`src/rtl/bgm_sequencer.sv`:
```
// Background-music sequencer: fetches 12-bit note words from the buzzer ROM,
// times each note in beats and drives a square wave on the buzzer pin.
module bgm_sequencer #(
  parameter int ADDR_WIDTH = 16,
  parameter int DATA_WIDTH = 12,
  parameter int TICK_DIV   = 500,
  parameter int BEAT_DIV   = 12_500_000
) (
  input  logic                  clk,
  input  logic                  rst_n,
  input  logic                  play_i,
  input  logic                  restart_i,
  output logic                  rom_en_o,
  output logic [ADDR_WIDTH-1:0] rom_addr_o,
  input  logic [DATA_WIDTH-1:0] rom_data_i,
  output logic                  buzzer_o,
  output logic                  playing_o,
  output logic                  wrap_o
);

  localparam int BW = $clog2(BEAT_DIV) + 4;
  localparam int TW = (TICK_DIV > 1) ? $clog2(TICK_DIV) : 1;
  localparam logic [BW-1:0] BEAT_DIV_W = BW'(BEAT_DIV);
  localparam logic [TW-1:0] TICK_LAST  = TW'(TICK_DIV - 1);

  typedef enum logic [1:0] {
    S_IDLE,
    S_FETCH,
    S_LATCH,
    S_PLAY
  } state_e;

  state_e                state_q,    state_d;
  logic [ADDR_WIDTH-1:0] addr_q,     addr_d;
  logic [3:0]            beats_q,    beats_d;
  logic [7:0]            pitch_q,    pitch_d;
  logic [BW-1:0]         beat_cnt_q, beat_cnt_d;
  logic [TW-1:0]         tick_cnt_q, tick_cnt_d;
  logic [7:0]            half_cnt_q, half_cnt_d;
  logic                  buzzer_q,   buzzer_d;
  logic                  wrap_q,     wrap_d;
  logic                  lock_q,     lock_d;

  logic          run;
  logic          tick;
  logic          note_done;
  logic [BW-1:0] note_len;
  logic [3:0]    rom_beats;
  logic [7:0]    rom_pitch;

  assign rom_beats = rom_data_i[11:8];
  assign rom_pitch = rom_data_i[7:0];

  // Every counter advances only on unpaused PLAY cycles, so a pause freezes the note in place.
  assign run       = (state_q == S_PLAY) && play_i;
  assign tick      = run && (tick_cnt_q == TICK_LAST);
  assign note_len  = BW'(beats_q) * BEAT_DIV_W;
  assign note_done = run && (beat_cnt_q == note_len - BW'(1));

  always_comb begin
    // NOTE: every _d starts from its _q so no path through the case leaves a signal unassigned (no latches).
    state_d    = state_q;
    addr_d     = addr_q;
    beats_d    = beats_q;
    pitch_d    = pitch_q;
    beat_cnt_d = beat_cnt_q;
    tick_cnt_d = tick_cnt_q;
    half_cnt_d = half_cnt_q;
    buzzer_d   = buzzer_q;
    wrap_d     = 1'b0;
    lock_d     = lock_q;

    unique case (state_q)
      S_IDLE: begin
        if (play_i && !lock_q) state_d = S_FETCH;
      end
      S_FETCH: begin
        state_d = S_LATCH;
      end
      S_LATCH: begin
        if (rom_beats != 4'd0) begin
          beats_d    = rom_beats;
          pitch_d    = rom_pitch;
          beat_cnt_d = '0;
          tick_cnt_d = '0;
          half_cnt_d = '0;
          buzzer_d   = 1'b0;
          state_d    = S_PLAY;
        end else if (addr_q != '0) begin
          addr_d  = '0;
          wrap_d  = 1'b1;
          state_d = S_FETCH;
        end else begin
          // Empty song: park in IDLE until a restart clears the lockout.
          lock_d  = 1'b1;
          state_d = S_IDLE;
        end
      end
      S_PLAY: begin
        if (run) begin
          beat_cnt_d = beat_cnt_q + BW'(1);
          tick_cnt_d = tick ? '0 : tick_cnt_q + TW'(1);
          if (tick && pitch_q != 8'd0) begin
            if (half_cnt_q == pitch_q - 8'd1) begin
              half_cnt_d = '0;
              buzzer_d   = ~buzzer_q;
            end else begin
              half_cnt_d = half_cnt_q + 8'd1;
            end
          end
          if (note_done) begin
            addr_d     = addr_q + ADDR_WIDTH'(1);
            wrap_d     = (addr_q == '1);
            beat_cnt_d = '0;
            tick_cnt_d = '0;
            half_cnt_d = '0;
            buzzer_d   = 1'b0;
            state_d    = S_FETCH;
          end
        end
      end
      default: state_d = S_IDLE;
    endcase

    if (restart_i) begin
      addr_d     = '0;
      beat_cnt_d = '0;
      tick_cnt_d = '0;
      half_cnt_d = '0;
      buzzer_d   = 1'b0;
      wrap_d     = 1'b0;
      lock_d     = 1'b0;
      state_d    = play_i ? S_FETCH : S_IDLE;
    end
  end

  always_ff @(posedge clk or negedge rst_n) begin
    if (!rst_n) begin
      state_q    <= S_IDLE;
      addr_q     <= '0;
      beats_q    <= '0;
      pitch_q    <= '0;
      beat_cnt_q <= '0;
      tick_cnt_q <= '0;
      half_cnt_q <= '0;
      buzzer_q   <= 1'b0;
      wrap_q     <= 1'b0;
      lock_q     <= 1'b0;
    end else begin
      // NOTE: non-blocking assignments so every flop samples the pre-edge values of the others.
      state_q    <= state_d;
      addr_q     <= addr_d;
      beats_q    <= beats_d;
      pitch_q    <= pitch_d;
      beat_cnt_q <= beat_cnt_d;
      tick_cnt_q <= tick_cnt_d;
      half_cnt_q <= half_cnt_d;
      buzzer_q   <= buzzer_d;
      wrap_q     <= wrap_d;
      lock_q     <= lock_d;
    end
  end

  assign rom_en_o   = (state_q == S_FETCH);
  assign rom_addr_o = addr_q;
  assign playing_o  = run;
  assign buzzer_o   = buzzer_q & run;
  assign wrap_o     = wrap_q;

endmodule

```
`config.mk`:
```
export PLATFORM = sky130hd
export DESIGN_NAME = bgm_sequencer
export DESIGN_NICKNAME = d
export VERILOG_FILES = /design/src/rtl/bgm_sequencer.sv
export SDC_FILE = /design/constraint.sdc
export NUM_CORES = 1
export LEC_CHECK = 0
export CAP_MARGIN = 10
export CORE_MARGIN = 5
export CORE_UTILIZATION = 55
export CTS_CLUSTER_DIAMETER = 80
export DETAILED_ROUTE_END_ITERATION = 10
export PLACE_DENSITY_LB_ADDON = 0.25
export SLEW_MARGIN = 10
export SYNTH_ARGS = -nofsm -noshare
export SYNTH_HDL_FRONTEND = slang
export SYNTH_SLANG_ARGS = --single-unit
```
`constraint.sdc`:
```
create_clock -name clk -period 6.3 [get_ports clk]
set_clock_uncertainty 0.2 [all_clocks]
set_input_delay 0.63 -clock clk [delete_from_list [all_inputs] [get_ports clk]]
set_output_delay 0.63 -clock clk [all_outputs]
set_load 0.02 [all_outputs]
```
==> results of run 1 <==
[per-stage QoR]
stage,utilization,cell area [µm²]
final,0.634,7300
after global routing,0.634,7300
after CTS,0.632,7280
after detailed placement,0.606,6980
after global placement,0.606,6980
after floorplan,-,6510
[flip-flops by register name, indices dropped and copies added, names as in the netlist]
signal and cells:
wrap_o 1, beat_cnt_q 28, pitch_q 8, lock_q 1
beats_q 4, half_cnt_q 8, rom_addr_o 16, state_q 2
tick_cnt_q 9, buzzer_q 1
[worst paths after layout]
path / cells past startpoint / start / endpoint
worst max-delay path: 17 / beats_q[2] / tick_cnt_q[0]
worst min-delay path: 1 / rst_n / half_cnt_q[6]
worst max register to register: 17 / beats_q[2] / tick_cnt_q[0]
worst min register to register: 2 / lock_q / lock_q
max in group asynchronous: 1 / rst_n / beat_cnt_q[11]
min in group clk: 2 / lock_q / lock_q
[power by group through the flow]
stage                     logic [mW]  clock network (mW)  registers, mW
after floorplan                 2.27                   0          0.608
after global placement          2.79                   0          0.623
after detailed placement        2.87                   0          0.629
after CTS                       2.90               0.533          0.620
after global routing            3.24               0.556          0.628
final                           2.95               0.526          0.621
[metal layers]
metal,GRT usage,part of all wire,vias up
met5,0,0,-
met1,0.310,0.43,2905
met3,0.0310,0.047,41
met4,0.0941,0.026,0
li1,-,-,2876
met2,0.398,0.49,209
[synth_stat cells (3+ instances only)]
library cell	n	area, µm²
sky130_fd_sc_hd__dfrtp_1	78	1950
sky130_fd_sc_hd__nand2_1	73	274
sky130_fd_sc_hd__a21oi_1	46	230
sky130_fd_sc_hd__nor2_1	46	173
sky130_fd_sc_hd__xnor2_1	41	359
sky130_fd_sc_hd__ha_1	38	475
sky130_fd_sc_hd__nand3_1	35	175
sky130_fd_sc_hd__inv_1	33	124
sky130_fd_sc_hd__nor3_1	29	145
sky130_fd_sc_hd__xor2_1	29	254
sky130_fd_sc_hd__and3_1	28	175
sky130_fd_sc_hd__a21o_1	27	203
sky130_fd_sc_hd__clkbuf_1	25	93.8
sky130_fd_sc_hd__o21ai_0	23	115
sky130_fd_sc_hd__a31oi_1	19	119
sky130_fd_sc_hd__a22o_1	16	140
sky130_fd_sc_hd__nand4_1	15	93.8
sky130_fd_sc_hd__nor4_1	14	87.6
sky130_fd_sc_hd__nand2b_1	13	81.3
sky130_fd_sc_hd__o31ai_1	13	97.6
sky130_fd_sc_hd__nor2b_1	11	68.8
sky130_fd_sc_hd__mux2_2	10	113
sky130_fd_sc_hd__buf_2	7	35.0
sky130_fd_sc_hd__or3_1	7	43.8
sky130_fd_sc_hd__a211oi_1	6	45.0
sky130_fd_sc_hd__and2_1	5	31.3
sky130_fd_sc_hd__fa_1	5	100
sky130_fd_sc_hd__mux2i_1	5	50.1
sky130_fd_sc_hd__a2111oi_0	4	35.0
sky130_fd_sc_hd__nor3b_1	4	30.0
sky130_fd_sc_hd__o211ai_1	4	30.0
sky130_fd_sc_hd__o21ai_1	4	20.0
sky130_fd_sc_hd__o41ai_1	4	35.0
sky130_fd_sc_hd__a221oi_1	3	26.3
sky130_fd_sc_hd__nand3b_1	3	22.5
sky130_fd_sc_hd__o2111ai_1	3	26.3
[final cells by class]
cell class / count / area (µm²)
Inverter: 34 / 128
Multi-Input combinational cell: 623 / 4300
Fill cell: 963 / 4210
Timing Repair Buffer: 48 / 445
Clock buffer: 12 / 256
Sequential cell: 78 / 1950
Tap cell: 143 / 179
Clock inverter: 3 / 43.8
[repair_timing]
action                     in CTS  in global routing
setup endpoints to repair       0                 61
resized for setup               0                  1
setup buffers                   0                  2
[critical path, stage by stage (launching register included)]
cell and delay, ps:
sky130_fd_sc_hd__dfrtp_1 520, sky130_fd_sc_hd__inv_1 180, sky130_fd_sc_hd__fa_1 560, sky130_fd_sc_hd__xnor2_1 160
sky130_fd_sc_hd__ha_1 350, sky130_fd_sc_hd__fa_1 500, sky130_fd_sc_hd__a21o_1 230, sky130_fd_sc_hd__a221o_1 340
sky130_fd_sc_hd__a21o_1 210, sky130_fd_sc_hd__xnor2_2 280, sky130_fd_sc_hd__nand3_2 200, sky130_fd_sc_hd__a2111o_1 410
sky130_fd_sc_hd__and4bb_1 200, sky130_fd_sc_hd__o211ai_1 290, sky130_fd_sc_hd__a2111oi_4 110, sky130_fd_sc_hd__buf_4 190
sky130_fd_sc_hd__nor4_2 640, sky130_fd_sc_hd__mux2_2 280
[cells by family (layout without fill, tap and decap cells)]
logic type | count (synthesis) | in the layout | share of synthesized area
buffers and inverters | 69 | 97 | 0.0423
muxes | 15 | 15 | 0.0250
DFF | 78 | 78 | 0.300
xor gates and xnor gates | 71 | 71 | 0.0967
adders and majority gates | 43 | 43 | 0.0884
and+or+nand+nor | 295 | 295 | 0.231
AOI/OAI and AO/OA | 199 | 199 | 0.216
==> implementation parameters, run 1 <==
Parameter                              Value

Hold path
  HP Class ... in -> async

Finish
  Share of post-route cells with drive strength above 1 ... 0.0664
  Commonest non-fill, non-tap cell in the layout ... sky130_fd_sc_hd__dfrtp_1
  Most frequent cells in the layout ... sky130_fd_sc_hd__dfrtp_1 (78), sky130_fd_sc_hd__nand2_1 (73), sky130_fd_sc_hd__nor2_1 (46), sky130_fd_sc_hd__a21oi_1 (46), sky130_fd_sc_hd__xnor2_1 (41)
  Growth of design area from synthesis to finish ... 12.2%
  Diode insertion count for antenna repair ... 0
  Number of nets in the final layout ... between 800 and 900
  Final cell count without fillers ... about 940

GRT
  Congestion Overflow GR ... 0
  Overall global routing resource usage ... 0.237
  Largest net degree at the start of global routing ... 79
  Number of antenna violations at the first check in global routing ... 0
  Global-route wire length before repair ... about 28 mm
  Vias in the first global route ... approximately 5.9k

Pwr
  Net switching power ... around 2.1 mW
  Sequential power share ... 0.152
  Leakage power figure ... ~3.1 nW
  Proportion of power drawn by combinational gates ... 0.720
  Switching part of the total power ... 0.514
  Internal power summed over all cells ... ~2 mW
  Power per cell area ... between 500 and 600 nW/µm²
  Maximum vdd drop ... about 0.39 mV
  Total Power ... 4.09 mW
  Proportion of power drawn by the clock network ... 0.129

Critical path
  Max FO, Critical Path ... 7
  Arrival time at the worst endpoint ... around 6000 ps
  Type of destination of the critical path ... flop
  R2r setup slk ... about 380 ps
  Startpoint types ... flop
  Type of the setup path with the least slack ... reg -> reg
  Required time at the worst-slack endpoint ... roughly 6400 ps

Clock network
  Clock insertion delay at the later pin of the skew report ... about 340 ps
  Worst-path clk slew ... roughly 60 ps
  CTS tree ... built
  Clock buffer count from CTS ... 9
  Max Buffers Root-to-Sink ... 2
  Clock sinks ... 78
  CTS root buf ... sky130_fd_sc_hd__clkbuf_16
  H-tree levels ... 3
  Hold buffers post-CTS ... 0

Timing
  Worst setup margin ... between 300 and 400 ps
  Final-report setup violation count ... 0
  Slew @ Worst Pin ... 1010 ps
  Top achievable clock speed ... 0.169 GHz
  Unrepaired setup endpoints after global routing ... false
  Worst Hold Margin ... 230 ps
  Post-route fraction of the period consumed by the critical path ... 0.939
  Min Clock Period, post-route ... 5920 ps
  Hold violation count in the final report ... 0
  Max transition margin ... 0.324
  Setup TNS ... 0 ps
  Total count of max-transition violations in the final report ... 0

Detailed routing
  Vias after detailed routing ... 6031
  Residual DRC ... 0
  Antenna-violating nets left ... 0
  DRT Pass-1 Iters ... 5
  Number of design-rule violations left by the first detailed-router iteration ... 490
  Average via count per standard cell ... around 6.4
  DRT Wirelength ... about 17 mm
  Avg WL per Cell ... between 15 and 20 µm

Floorplan
  Core area ... between 10000 and 15000 µm²
  Boundary pin count ... 36
  Die Wd ... 119 µm
  Number of placement rows ... 39
  Die area ... between 10000 and 15000 µm²
  Initial cell density of the core ... 0.565
  Y dimension of the die ... around 120 µm

Yosys
  Primary FF master, synth ... sky130_fd_sc_hd__dfrtp_1
  Synth warnings ... 0
  Post-Syn Area per Cell ... between 8 and 9 µm²
  Sequential element share of the synthesized area ... 0.300
  Post-synthesis instance area ... about 6500 µm²
  Number of instances in the synthesized netlist ... a little under 800
  Share of synthesized registers carrying an async set or reset ... 1.00
  Number of synthesized flops with an enable pin ... 0
  Net count after synthesis ... 829
  #FFs+latches synth ... 78
  Count of different cell masters after synthesis ... 72

Outcome
  Status ... completed

Flow run
  Max-Cap Viols ... 0

Placed design
  Worst slack, placed ... 343 ps
  Number of instances in the placed design ... between 900 and 1k
  Final HPWL from detailed placement ... approximately 12 mm
  Count of buffers inserted at the top-level ports ... 35
  Global placer's final weighted congestion ... between 0.8 and 0.9
(Power assumes the default switching activity.)
==> run 2, diff against run 1 <==
--- a/config.mk
+++ b/config.mk
@@ -9,6 +9,7 @@
 export CORE_MARGIN = 5
 export CORE_UTILIZATION = 55
 export CTS_CLUSTER_DIAMETER = 80
+export CTS_CLUSTER_SIZE = 25
 export DETAILED_ROUTE_END_ITERATION = 10
 export PLACE_DENSITY_LB_ADDON = 0.25
 export SLEW_MARGIN = 10
==> results of run 2 <==
The final DEF is identical to that of run 1; final timing and power are the same.
==> run 3, diff against run 2 <==
--- a/config.mk
+++ b/config.mk
@@ -16,3 +16,4 @@
 export SYNTH_ARGS = -nofsm -noshare
 export SYNTH_HDL_FRONTEND = slang
 export SYNTH_SLANG_ARGS = --single-unit
+export TNS_END_PERCENT = 100
==> results of run 3 <==
The final DEF is identical to that of run 1; final timing and power are the same.
